$ cat src/rtl/nibble_serial_add_seq_if.sv
// Request/result handshake and 4-bit adder hookup of the nibble-serial add sequencer.
interface nibble_serial_add_seq_if #(
    parameter int unsigned NIBBLES = 4
);
    localparam int unsigned W = 4 * NIBBLES;

    logic         start;
    logic [W-1:0] op_a;
    logic [W-1:0] op_b;
    logic         cin_in;
    logic [3:0]   add_a;
    logic [3:0]   add_b;
    logic         add_cin;
    logic [3:0]   add_sum;
    logic         add_cout;
    logic [W-1:0] result;
    logic         cout_out;
    logic         busy;
    logic         done;

    modport master (
        output start, op_a, op_b, cin_in, add_sum, add_cout,
        input  add_a, add_b, add_cin, result, cout_out, busy, done
    );

    modport slave (
        input  start, op_a, op_b, cin_in, add_sum, add_cout,
        output add_a, add_b, add_cin, result, cout_out, busy, done
    );
endinterface

$ cat src/rtl/nibble_serial_add_seq.sv
// Adds two 4*NIBBLES-bit operands by feeding an external 4-bit adder one nibble per clock,
// chaining the carry and assembling the result, with a start/busy/done handshake.
module nibble_serial_add_seq #(
    parameter int unsigned NIBBLES = 4
) (
    input  logic                   clk,
    input  logic                   rst,
    nibble_serial_add_seq_if.slave bus
);
    localparam int unsigned   W        = 4 * NIBBLES;
    localparam int unsigned   IW       = (NIBBLES > 1) ? $clog2(NIBBLES) : 1;
    localparam logic [IW-1:0] LAST_IDX = IW'(NIBBLES - 1);

    typedef enum logic [1:0] {
        S_IDLE = 2'd0,
        S_RUN  = 2'd1,
        S_DONE = 2'd2
    } state_t;

    state_t        r_state;
    logic [W-1:0]  r_a_sr;
    logic [W-1:0]  r_b_sr;
    logic [W-1:0]  r_result;
    logic          r_carry;
    logic          r_cout;
    logic          r_busy;
    logic          r_done;
    logic [IW-1:0] r_idx;

    logic          w_last;
    logic [IW+1:0] w_lsb;
    logic [W-1:0]  w_nib_mask;
    logic [W-1:0]  w_nib_val;

    assign w_last     = (r_idx == LAST_IDX);
    assign w_lsb      = {r_idx, 2'b00};
    assign w_nib_mask = W'(4'hF) << w_lsb;
    assign w_nib_val  = W'(bus.add_sum) << w_lsb;

    // Sequencer: the shift registers empty to zero on the last nibble and the carry is
    // cleared there, so the adder inputs are already zero in DONE and IDLE.
    always_ff @(posedge clk) begin
        if (rst) begin
            r_state  <= S_IDLE;
            r_a_sr   <= '0;
            r_b_sr   <= '0;
            r_result <= '0;
            r_carry  <= 1'b0;
            r_cout   <= 1'b0;
            r_busy   <= 1'b0;
            r_done   <= 1'b0;
            r_idx    <= '0;
        end else begin
            case (r_state)
                S_IDLE: begin
                    if (bus.start) begin
                        r_state  <= S_RUN;
                        r_a_sr   <= bus.op_a;
                        r_b_sr   <= bus.op_b;
                        r_carry  <= bus.cin_in;
                        r_idx    <= '0;
                        r_result <= '0;
                        r_cout   <= 1'b0;
                        r_busy   <= 1'b1;
                    end
                end
                S_RUN: begin
                    r_result <= (r_result & ~w_nib_mask) | w_nib_val;
                    r_a_sr   <= r_a_sr >> 4;
                    r_b_sr   <= r_b_sr >> 4;
                    if (w_last) begin
                        r_state <= S_DONE;
                        r_cout  <= bus.add_cout;
                        r_carry <= 1'b0;
                        r_idx   <= '0;
                        r_busy  <= 1'b0;
                        r_done  <= 1'b1;
                    end else begin
                        r_carry <= bus.add_cout;
                        r_idx   <= r_idx + IW'(1);
                    end
                end
                S_DONE: begin
                    r_state <= S_IDLE;
                    r_done  <= 1'b0;
                end
                default: begin
                    r_state <= S_IDLE;
                    r_busy  <= 1'b0;
                    r_done  <= 1'b0;
                end
            endcase
        end
    end

    assign bus.add_a    = r_a_sr[3:0];
    assign bus.add_b    = r_b_sr[3:0];
    assign bus.add_cin  = r_carry;
    assign bus.result   = r_result;
    assign bus.cout_out = r_cout;
    assign bus.busy     = r_busy;
    assign bus.done     = r_done;
endmodule

$ cat src/flat_wrapper.sv
// flat-port wrapper written by rule: the top's interface ports become plain ports
module nibble_serial_add_seq_flat 
#(
    parameter int unsigned NIBBLES = 4
)
  (clk, rst, bus_start, bus_op_a, bus_op_b, bus_cin_in, bus_add_sum, bus_add_cout, bus_add_a, bus_add_b, bus_add_cin, bus_result, bus_cout_out, bus_busy, bus_done);
  nibble_serial_add_seq_if #(.NIBBLES(NIBBLES)) bus_i ();
  input  logic clk;
  input  logic rst;
  input wire logic [$bits(bus_i.start)-1:0] bus_start;
  input wire logic [$bits(bus_i.op_a)-1:0] bus_op_a;
  input wire logic [$bits(bus_i.op_b)-1:0] bus_op_b;
  input wire logic [$bits(bus_i.cin_in)-1:0] bus_cin_in;
  input wire logic [$bits(bus_i.add_sum)-1:0] bus_add_sum;
  input wire logic [$bits(bus_i.add_cout)-1:0] bus_add_cout;
  output wire logic [$bits(bus_i.add_a)-1:0] bus_add_a;
  output wire logic [$bits(bus_i.add_b)-1:0] bus_add_b;
  output wire logic [$bits(bus_i.add_cin)-1:0] bus_add_cin;
  output wire logic [$bits(bus_i.result)-1:0] bus_result;
  output wire logic [$bits(bus_i.cout_out)-1:0] bus_cout_out;
  output wire logic [$bits(bus_i.busy)-1:0] bus_busy;
  output wire logic [$bits(bus_i.done)-1:0] bus_done;
  assign bus_i.start = bus_start;
  assign bus_i.op_a = bus_op_a;
  assign bus_i.op_b = bus_op_b;
  assign bus_i.cin_in = bus_cin_in;
  assign bus_i.add_sum = bus_add_sum;
  assign bus_i.add_cout = bus_add_cout;
  assign bus_add_a = bus_i.add_a;
  assign bus_add_b = bus_i.add_b;
  assign bus_add_cin = bus_i.add_cin;
  assign bus_result = bus_i.result;
  assign bus_cout_out = bus_i.cout_out;
  assign bus_busy = bus_i.busy;
  assign bus_done = bus_i.done;
  nibble_serial_add_seq #(.NIBBLES(NIBBLES)) u_core (.clk(clk), .rst(rst), .bus(bus_i));
endmodule
$ cat config.mk
export PLATFORM = sky130hd
export DESIGN_NAME = nibble_serial_add_seq_flat
export DESIGN_NICKNAME = d
export VERILOG_FILES = /design/src/rtl/nibble_serial_add_seq_if.sv /design/src/rtl/nibble_serial_add_seq.sv /design/src/flat_wrapper.sv
export SDC_FILE = /design/constraint.sdc
export NUM_CORES = 1
export LEC_CHECK = 0
export CORE_ASPECT_RATIO = 1.4
export CORE_UTILIZATION = 47
export CTS_CLUSTER_SIZE = 12
export DETAILED_ROUTE_END_ITERATION = 10
export GPL_TIMING_DRIVEN = 0
export PLACE_DENSITY = 0.8
export SLEW_MARGIN = 25
export SYNTH_ARGS = -nofsm -noshare
export SYNTH_HDL_FRONTEND = slang
export SYNTH_SLANG_ARGS = --single-unit
export TNS_END_PERCENT = 50
$ cat constraint.sdc
create_clock -name clk -period 1.8 [get_ports clk]
set_input_delay 0.36 -clock clk [delete_from_list [all_inputs] [get_ports clk]]
set_output_delay 0.36 -clock clk [all_outputs]
set_load 0.05 [all_outputs]
==> results.sh, run 1 <==
export IMPL_ant_nets=0
export IMPL_critPathMaxStageDelay_ps=550
export IMPL_drtIter0Drc=126
export IMPL_min_period_ps=1691
export IMPL_synth_most_common_cell="dfxtp_1"
export IMPL_timing_hold_ws_ps=474.7
export IMPL_synth_edff_count=0
export IMPL_setup_worst_path_end_class="flip-flop"
export IMPL_viasPerCell=5.301
export IMPL_via_count=1988
export IMPL_wl_per_cell_um=14.33
export IMPL_grt_max_degree=19
export IMPL_power_total_uw=2745
export IMPL_pre_cts_ws_ps=-73.66
export IMPL_ys_top_cells_by_count="dfxtp_1 (56), nor2_1 (37), a211oi_1 (25)"
export IMPL_r2r_start="u_core.r_idx[1]"
export IMPL_ir_worst_vdd_v=0.0005459
export IMPL_maxSlewViolCount=0
export IMPL_clkTransAtPathRegs_ps=100
export IMPL_startpoint="u_core.r_idx[1]"
export IMPL_wl_um=5374
export IMPL_ys_flop_type="dfxtp_1"
export IMPL_yosysSeqAreaShare=0.4609
export IMPL_root_buffer="clkbuf_8"
export IMPL_fmax_mhz=591.3
export IMPL_setup_ws_ps=108.8
export IMPL_synth_net_count=282
export IMPL_ys_seq_elements=56
export IMPL_worstPathArrival_ps=1940
export IMPL_antenna_found_initial=0
export IMPL_reg2reg_to="u_core.bus.result[0]"
export IMPL_worstSetupPathType="reg -> reg"
export IMPL_rsz0062_at_grt="false"
export IMPL_ys_warn_count=0
export IMPL_hold_violations=0
export IMPL_nFillCells=431
export IMPL_cts_buffers=5
export IMPL_slew_headroom=0.6330
export IMPL_path_depth=5
export IMPL_worstSkewPairLatency_ps=310
export IMPL_rr_worst_depth=5
export IMPL_crit_chain="inv_1 -> ha_1 -> mux2_2 -> a21oi_1 -> a22o_1"
export IMPL_cap_violations=0
export IMPL_slowest_stage="dfxtp_1"
export IMPL_drive_gt1_frac=0.1286
export IMPL_overflow=0
export IMPL_cts_num_sinks=56
export IMPL_yosysTopAreaCell="dfxtp_1"
export IMPL_firstDrtPassIters=4
export IMPL_worstSetupEndpoint="u_core.bus.result[0]"
export IMPL_p_leak_uw=0.001409
export IMPL_synthDistinctLibCells=32
export IMPL_die_y_um=87.12
export IMPL_async_reset_ff_frac=0
export IMPL_cp_start_kind="flip-flop"
export IMPL_fp_row_count=30
export IMPL_critPathBufInv=1
export IMPL_htreeDepth=2
export IMPL_place_inst=367
export IMPL_hold_depth=3
export IMPL_ios=69
export IMPL_critical_path_top_delay_family="flip-flops"
export IMPL_core_area_um2=4917
export IMPL_portBuffers=67
export IMPL_antenna_cells=0
export IMPL_synthTopCellsByArea="dfxtp_1 (46%), mux2i_1 (9.9%), a211oi_1 (7.7%), a22o_1 (5.8%), nor2_1 (5.7%)"
export IMPL_power_density_nw_per_um2=840.9
export IMPL_grt_pass1_wl_um=8983
export IMPL_grt_pass1_vias=1935
export IMPL_cts_tree="built"
export IMPL_area_growth_pct=34.21
export IMPL_die_w_um=62.80
export IMPL_dp_hpwl_um=3964
export IMPL_start_util=0.4947
export IMPL_grt_usage=0.2094
export IMPL_fin_cells=375
export IMPL_hold_buffers=0
export IMPL_cts_max_path_buffers=2
export IMPL_synth_cells=236
export IMPL_worst_pin_slew_ps=550.6
export IMPL_dieArea_um2=5471
export IMPL_cp_required_ps=2050
export IMPL_status="finished clean"
export IMPL_drcViolationCount=0
export IMPL_fin_crit_sh=0.9395
export IMPL_rrSetupSlack_ps=110
export IMPL_synth_area_um2=2432
export IMPL_synth_top_area_frac=0.4609
export IMPL_gp_congestion=0.7978
export IMPL_hold_path_class="in -> reg"
export IMPL_nets=356
export IMPL_setup_viol=0
export IMPL_clock_skew_ps=13.11
export IMPL_cp_max_fo=8
export IMPL_synth_area_per_cell_um2=10.31
[kinds of logic after synthesis]
group / count (synthesis) / share of synthesized area
compound gates: 62 / 0.1986
fa+ha+maj: 5 / 0.02572
buf+inv: 28 / 0.07716
flops: 56 / 0.4609
mux: 28 / 0.1204
simple gates: 57 / 0.1173
[tightest hold or removal path, cell delays in order]
cell	delay [ps]
buf_6	110
a21oi_2	60
a22o_1	220
[area by class of cell]
| cell class | count | area [µm²] | area share |
|---|---|---|---|
| tap | 64 | 80.08 | 0.02453 |
| buffer | 24 | 172.7 | 0.05289 |
| multi-input combinational | 152 | 1124 | 0.3442 |
| timing repair buffer | 67 | 635.6 | 0.1947 |
| inverter | 4 | 15.01 | 0.004599 |
| clock inverter | 3 | 47.55 | 0.01456 |
| sequential | 56 | 1121 | 0.3434 |
| clock buffer | 5 | 68.82 | 0.02108 |
[state kept, by name (all words and copies together), names as in the netlist]
| signal | count |
|---|---|
| u_core.bus.cout_out | 1 |
| u_core.r_state | 2 |
| u_core.bus.result | 16 |
| u_core.r_a_sr | 16 |
| u_core.bus.add_cin | 1 |
| u_core.r_b_sr | 16 |
| u_core.r_idx | 2 |
| u_core.bus.busy | 1 |
| u_core.bus.done | 1 |
[where the power goes]
| group | total [µW] | switching (µW) | leakage [µW] | internal [µW] |
|---|---|---|---|---|
| registers | 1360 | 42.8 | 0.000460 | 1310 |
| clock network | 831 | 411 | 0.0000583 | 419 |
| logic | 557 | 298 | 0.000890 | 259 |
| total | 2750 | 752 | 0.00141 | 1990 |
[how the worst min path moves through the flow]
stage	startpoint	end	slack [ps]
finish	rst	u_core.bus.result[9]	470
global route	rst	u_core.bus.result[9]	470
CTS	rst	u_core.bus.result[9]	470
detailed placement	u_core.bus.result[3]	u_core.bus.result[3]	470
global placement	u_core.bus.result[8]	u_core.bus.result[8]	460
floorplan	u_core.r_a_sr[12]	u_core.r_a_sr[12]	480
[per-stage QoR]
stage                 util  setup TNS [ps]  instance area, µm²
floorplan                -               0                2432
global placement    0.6473          -537.4                3183
detailed placement  0.6473          -795.1                3183
CTS                 0.6639               0                3264
global route        0.6639               0                3264
finish              0.6639               0                3264
[layer usage]
metal,share of wire,global-route usage,vias to the layer above
met1,0.44,0.2492,935
met4,0.015,0.08457,0
met3,0.033,0.02749,8
met5,0,0,-
met2,0.52,0.3785,49
li1,-,-,996
[what timing repair did]
action | 4_1_cts | 5_1_grt
buffers inserted | 0 | 0
gates resized for setup | 28 | 0
setup endpoints to repair | 28 | 0
[cell usage in the layout (no fill, tap or decap), types with 2 or more instances in the layout]
cell type,count
a22o_1,16
mux2i_1,24
nor3_1,3
buf_6,6
buf_4,8
nand2_1,2
a22oi_1,10
clkinv_4,2
mux2_2,2
mux2_4,2
dfxtp_1,56
dlygate4sd2_1,28
nor2b_1,2
clkbuf_8,5
nor2_1,37
a21oi_2,2
clkbuf_1,4
a21oi_1,4
nand2b_1,5
a211oi_1,25
ha_1,5
clkdlybuf4s50_1,39
nand3b_1,2
inv_1,4
buf_2,6
Power figures use the tool's default switching activity.
==> inputs of run 2 (changes only) <==
clock period = 1.9 ns   (was 1.8 ns; I/O delays follow)
==> run 2 against run 1 <==
Net effect:
- sequential power fell by 5%
- routed wire length rose by 0.99%
- non-clock buffer count did not move
- register-to-register slack improved by 90 ps
- first-iteration DRC count down 20%
- highest routed layer unchanged
==> results.sh, run 2 (synthesized netlist as in run 1, its figures left out) <==
export IMPL_cts_num_sinks=56
export IMPL_worstHoldStart="u_core.bus.result[2]"
export IMPL_setup_tns_ps=0
export IMPL_setup_viol=0
export IMPL_ant_nets=0
export IMPL_cap_violations=0
export IMPL_reg2reg_to="u_core.bus.result[0]"
export IMPL_setup_worst_path_end_class="primary output"
export IMPL_htreeDepth=2
export IMPL_maxSlewViolCount=0
export IMPL_clkTransAtPathRegs_ps=100
export IMPL_worstPathArrival_ps=1480
export IMPL_core_area_um2=4917
export IMPL_path_depth=1
export IMPL_dp_hpwl_um=3964
export IMPL_antenna_found_initial=0
export IMPL_status="finished clean"
export IMPL_slew_headroom=0.6331
export IMPL_rrSetupSlack_ps=200
export IMPL_gp_congestion=0.7978
export IMPL_cts_setup_buffers=0
export IMPL_hold_path_endpoint="u_core.bus.result[2]"
export IMPL_wl_um=5427
export IMPL_place_inst=367
export IMPL_area_growth_pct=35.44
export IMPL_antenna_cells=0
export IMPL_clkPwrFrac=0.302
export IMPL_grt_pass1_vias=1938
export IMPL_worstSetupPathType="reg -> out"
export IMPL_root_buffer="clkbuf_8"
export IMPL_grt_pass1_wl_um=8997
export IMPL_rr_worst_depth=5
export IMPL_critPathMaxStageDelay_ps=820
export IMPL_drcViolationCount=0
export IMPL_fin_crit_sh=0.9784
export IMPL_start_util=0.4947
export IMPL_cts_buffers=5
export IMPL_setup_ws_ps=41.01
export IMPL_switching_share=0.2739
export IMPL_p_sw_uw=716.0
export IMPL_internal_power_uw=1898
export IMPL_hold_depth=1
export IMPL_nets=356
export IMPL_worst_pin_slew_ps=550.4
export IMPL_p_leak_uw=0.001375
export IMPL_die_w_um=62.80
export IMPL_cts_tree="built"
export IMPL_grt_max_degree=19
export IMPL_hold_violations=0
export IMPL_fp_row_count=30
export IMPL_pre_cts_ws_ps=6.340
export IMPL_fin_cells=375
export IMPL_critPathBufInv=1
export IMPL_power_density_nw_per_um2=793.4
export IMPL_pwr_share_seq=0.492
export IMPL_min_period_ps=1859
export IMPL_critical_path_top_delay_family="buffers and inverters"
export IMPL_cp_required_ps=1520
export IMPL_layout_common_cells="dfxtp_1 (56), clkdlybuf4s50_1 (55), nor2_1 (37)"
export IMPL_portBuffers=67
export IMPL_cp_start_kind="flip-flop"
export IMPL_cts_max_path_buffers=2
export IMPL_ios=69
export IMPL_clock_skew_ps=12.42
export IMPL_cp_max_fo=2
export IMPL_power_total_uw=2614
export IMPL_via_count=1994
export IMPL_fmax_mhz=537.9
export IMPL_firstDrtPassIters=4
export IMPL_final_common_cell="dfxtp_1"
export IMPL_power_frac_comb=0.206
export IMPL_ir_worst_vdd_v=0.0005178
export IMPL_worstSkewPairLatency_ps=310
export IMPL_viasPerCell=5.317
export IMPL_grt_usage=0.2097
export IMPL_r2r_start="u_core.r_idx[1]"
export IMPL_slowest_stage="clkdlybuf4s50_1"
export IMPL_hold_path_class="reg -> reg"
export IMPL_wl_per_cell_um=14.47
export IMPL_die_y_um=87.12
export IMPL_dieArea_um2=5471
export IMPL_rsz0062_at_grt="false"
export IMPL_overflow=0
export IMPL_crit_chain="clkdlybuf4s50_1"
export IMPL_drive_gt1_frac=0.1415
export IMPL_drtIter0Drc=101
run 2: cell count changes in the layout (fill, tap and decap cells not counted), sizes merged:
| cell | change |
|---|---|
| dlygate4sd2 | -24 |
| clkdlybuf4s50 | +16 |
| dlymetal6s2s | +4 |
| buf | +4 |
run 2: repair_timing:
item / in CTS / in global routing
endpoints found under the setup margin: 8 / 4
hold buffers: 0 / 0
gates resized for setup: 8 / 4
run 2: worst max-delay path by stage:
stage	slack [ps]	end	start
after floorplan	440	u_core.bus.result[4]	u_core.r_idx[1]
after global placement	40	u_core.r_b_sr[6]	bus_start
after detailed placement	6	u_core.r_b_sr[0]	bus_start
after CTS	10	bus_add_cin	u_core.bus.add_cin
after global routing	2	bus_result[11]	u_core.bus.result[11]
final	40	bus_result[14]	u_core.bus.result[14]
run 2: per-layer routing:
| layer | GRT usage | wire length, µm | vias up |
|---|---|---|---|
| met3 | 0.02749 | 177 | 8 |
| li1 | - | - | 993 |
| met4 | 0.08457 | 82 | 0 |
| met5 | 0 | 0 | - |
| met1 | 0.2492 | 2328 | 947 |
| met2 | 0.3794 | 2838 | 46 |
run 2: final cells by class:
cell class                 count  area [µm²]
tap                           64       80.08
buffer                        24       172.7
clock inverter                 3       47.55
clock buffer                   5       68.82
fill                         418        1623
sequential                    56        1121
timing repair buffer          67       665.6
multi-input combinational    152        1124
inverter                       4       15.01
run 2: metrics by stage:
stage          hold WS, ps  utilization  instance area, µm²
2_1_floorplan        476.9            -                2432
3_3_place_gp         463.1       0.6473                3183
3_5_place_dp         466.6       0.6473                3183
4_1_cts              492.3       0.6679                3284
5_1_grt              491.8       0.6700                3294
6_report             483.4       0.6700                3294
run 2: power by group through the flow:
stage	sequential [µW]	clock [µW]	combinational, µW
6_report	1290	789	539
3_5_place_dp	1310	0	548
4_1_cts	1290	795	542
3_3_place_gp	1310	0	541
5_1_grt	1300	846	580
2_1_floorplan	1340	0	324
==> inputs of run 3 (changes only) <==
CAP_MARGIN = 20   (was unset)
==> results of run 3 <==
Final layout, timing and power as in run 2 (identical DEF).
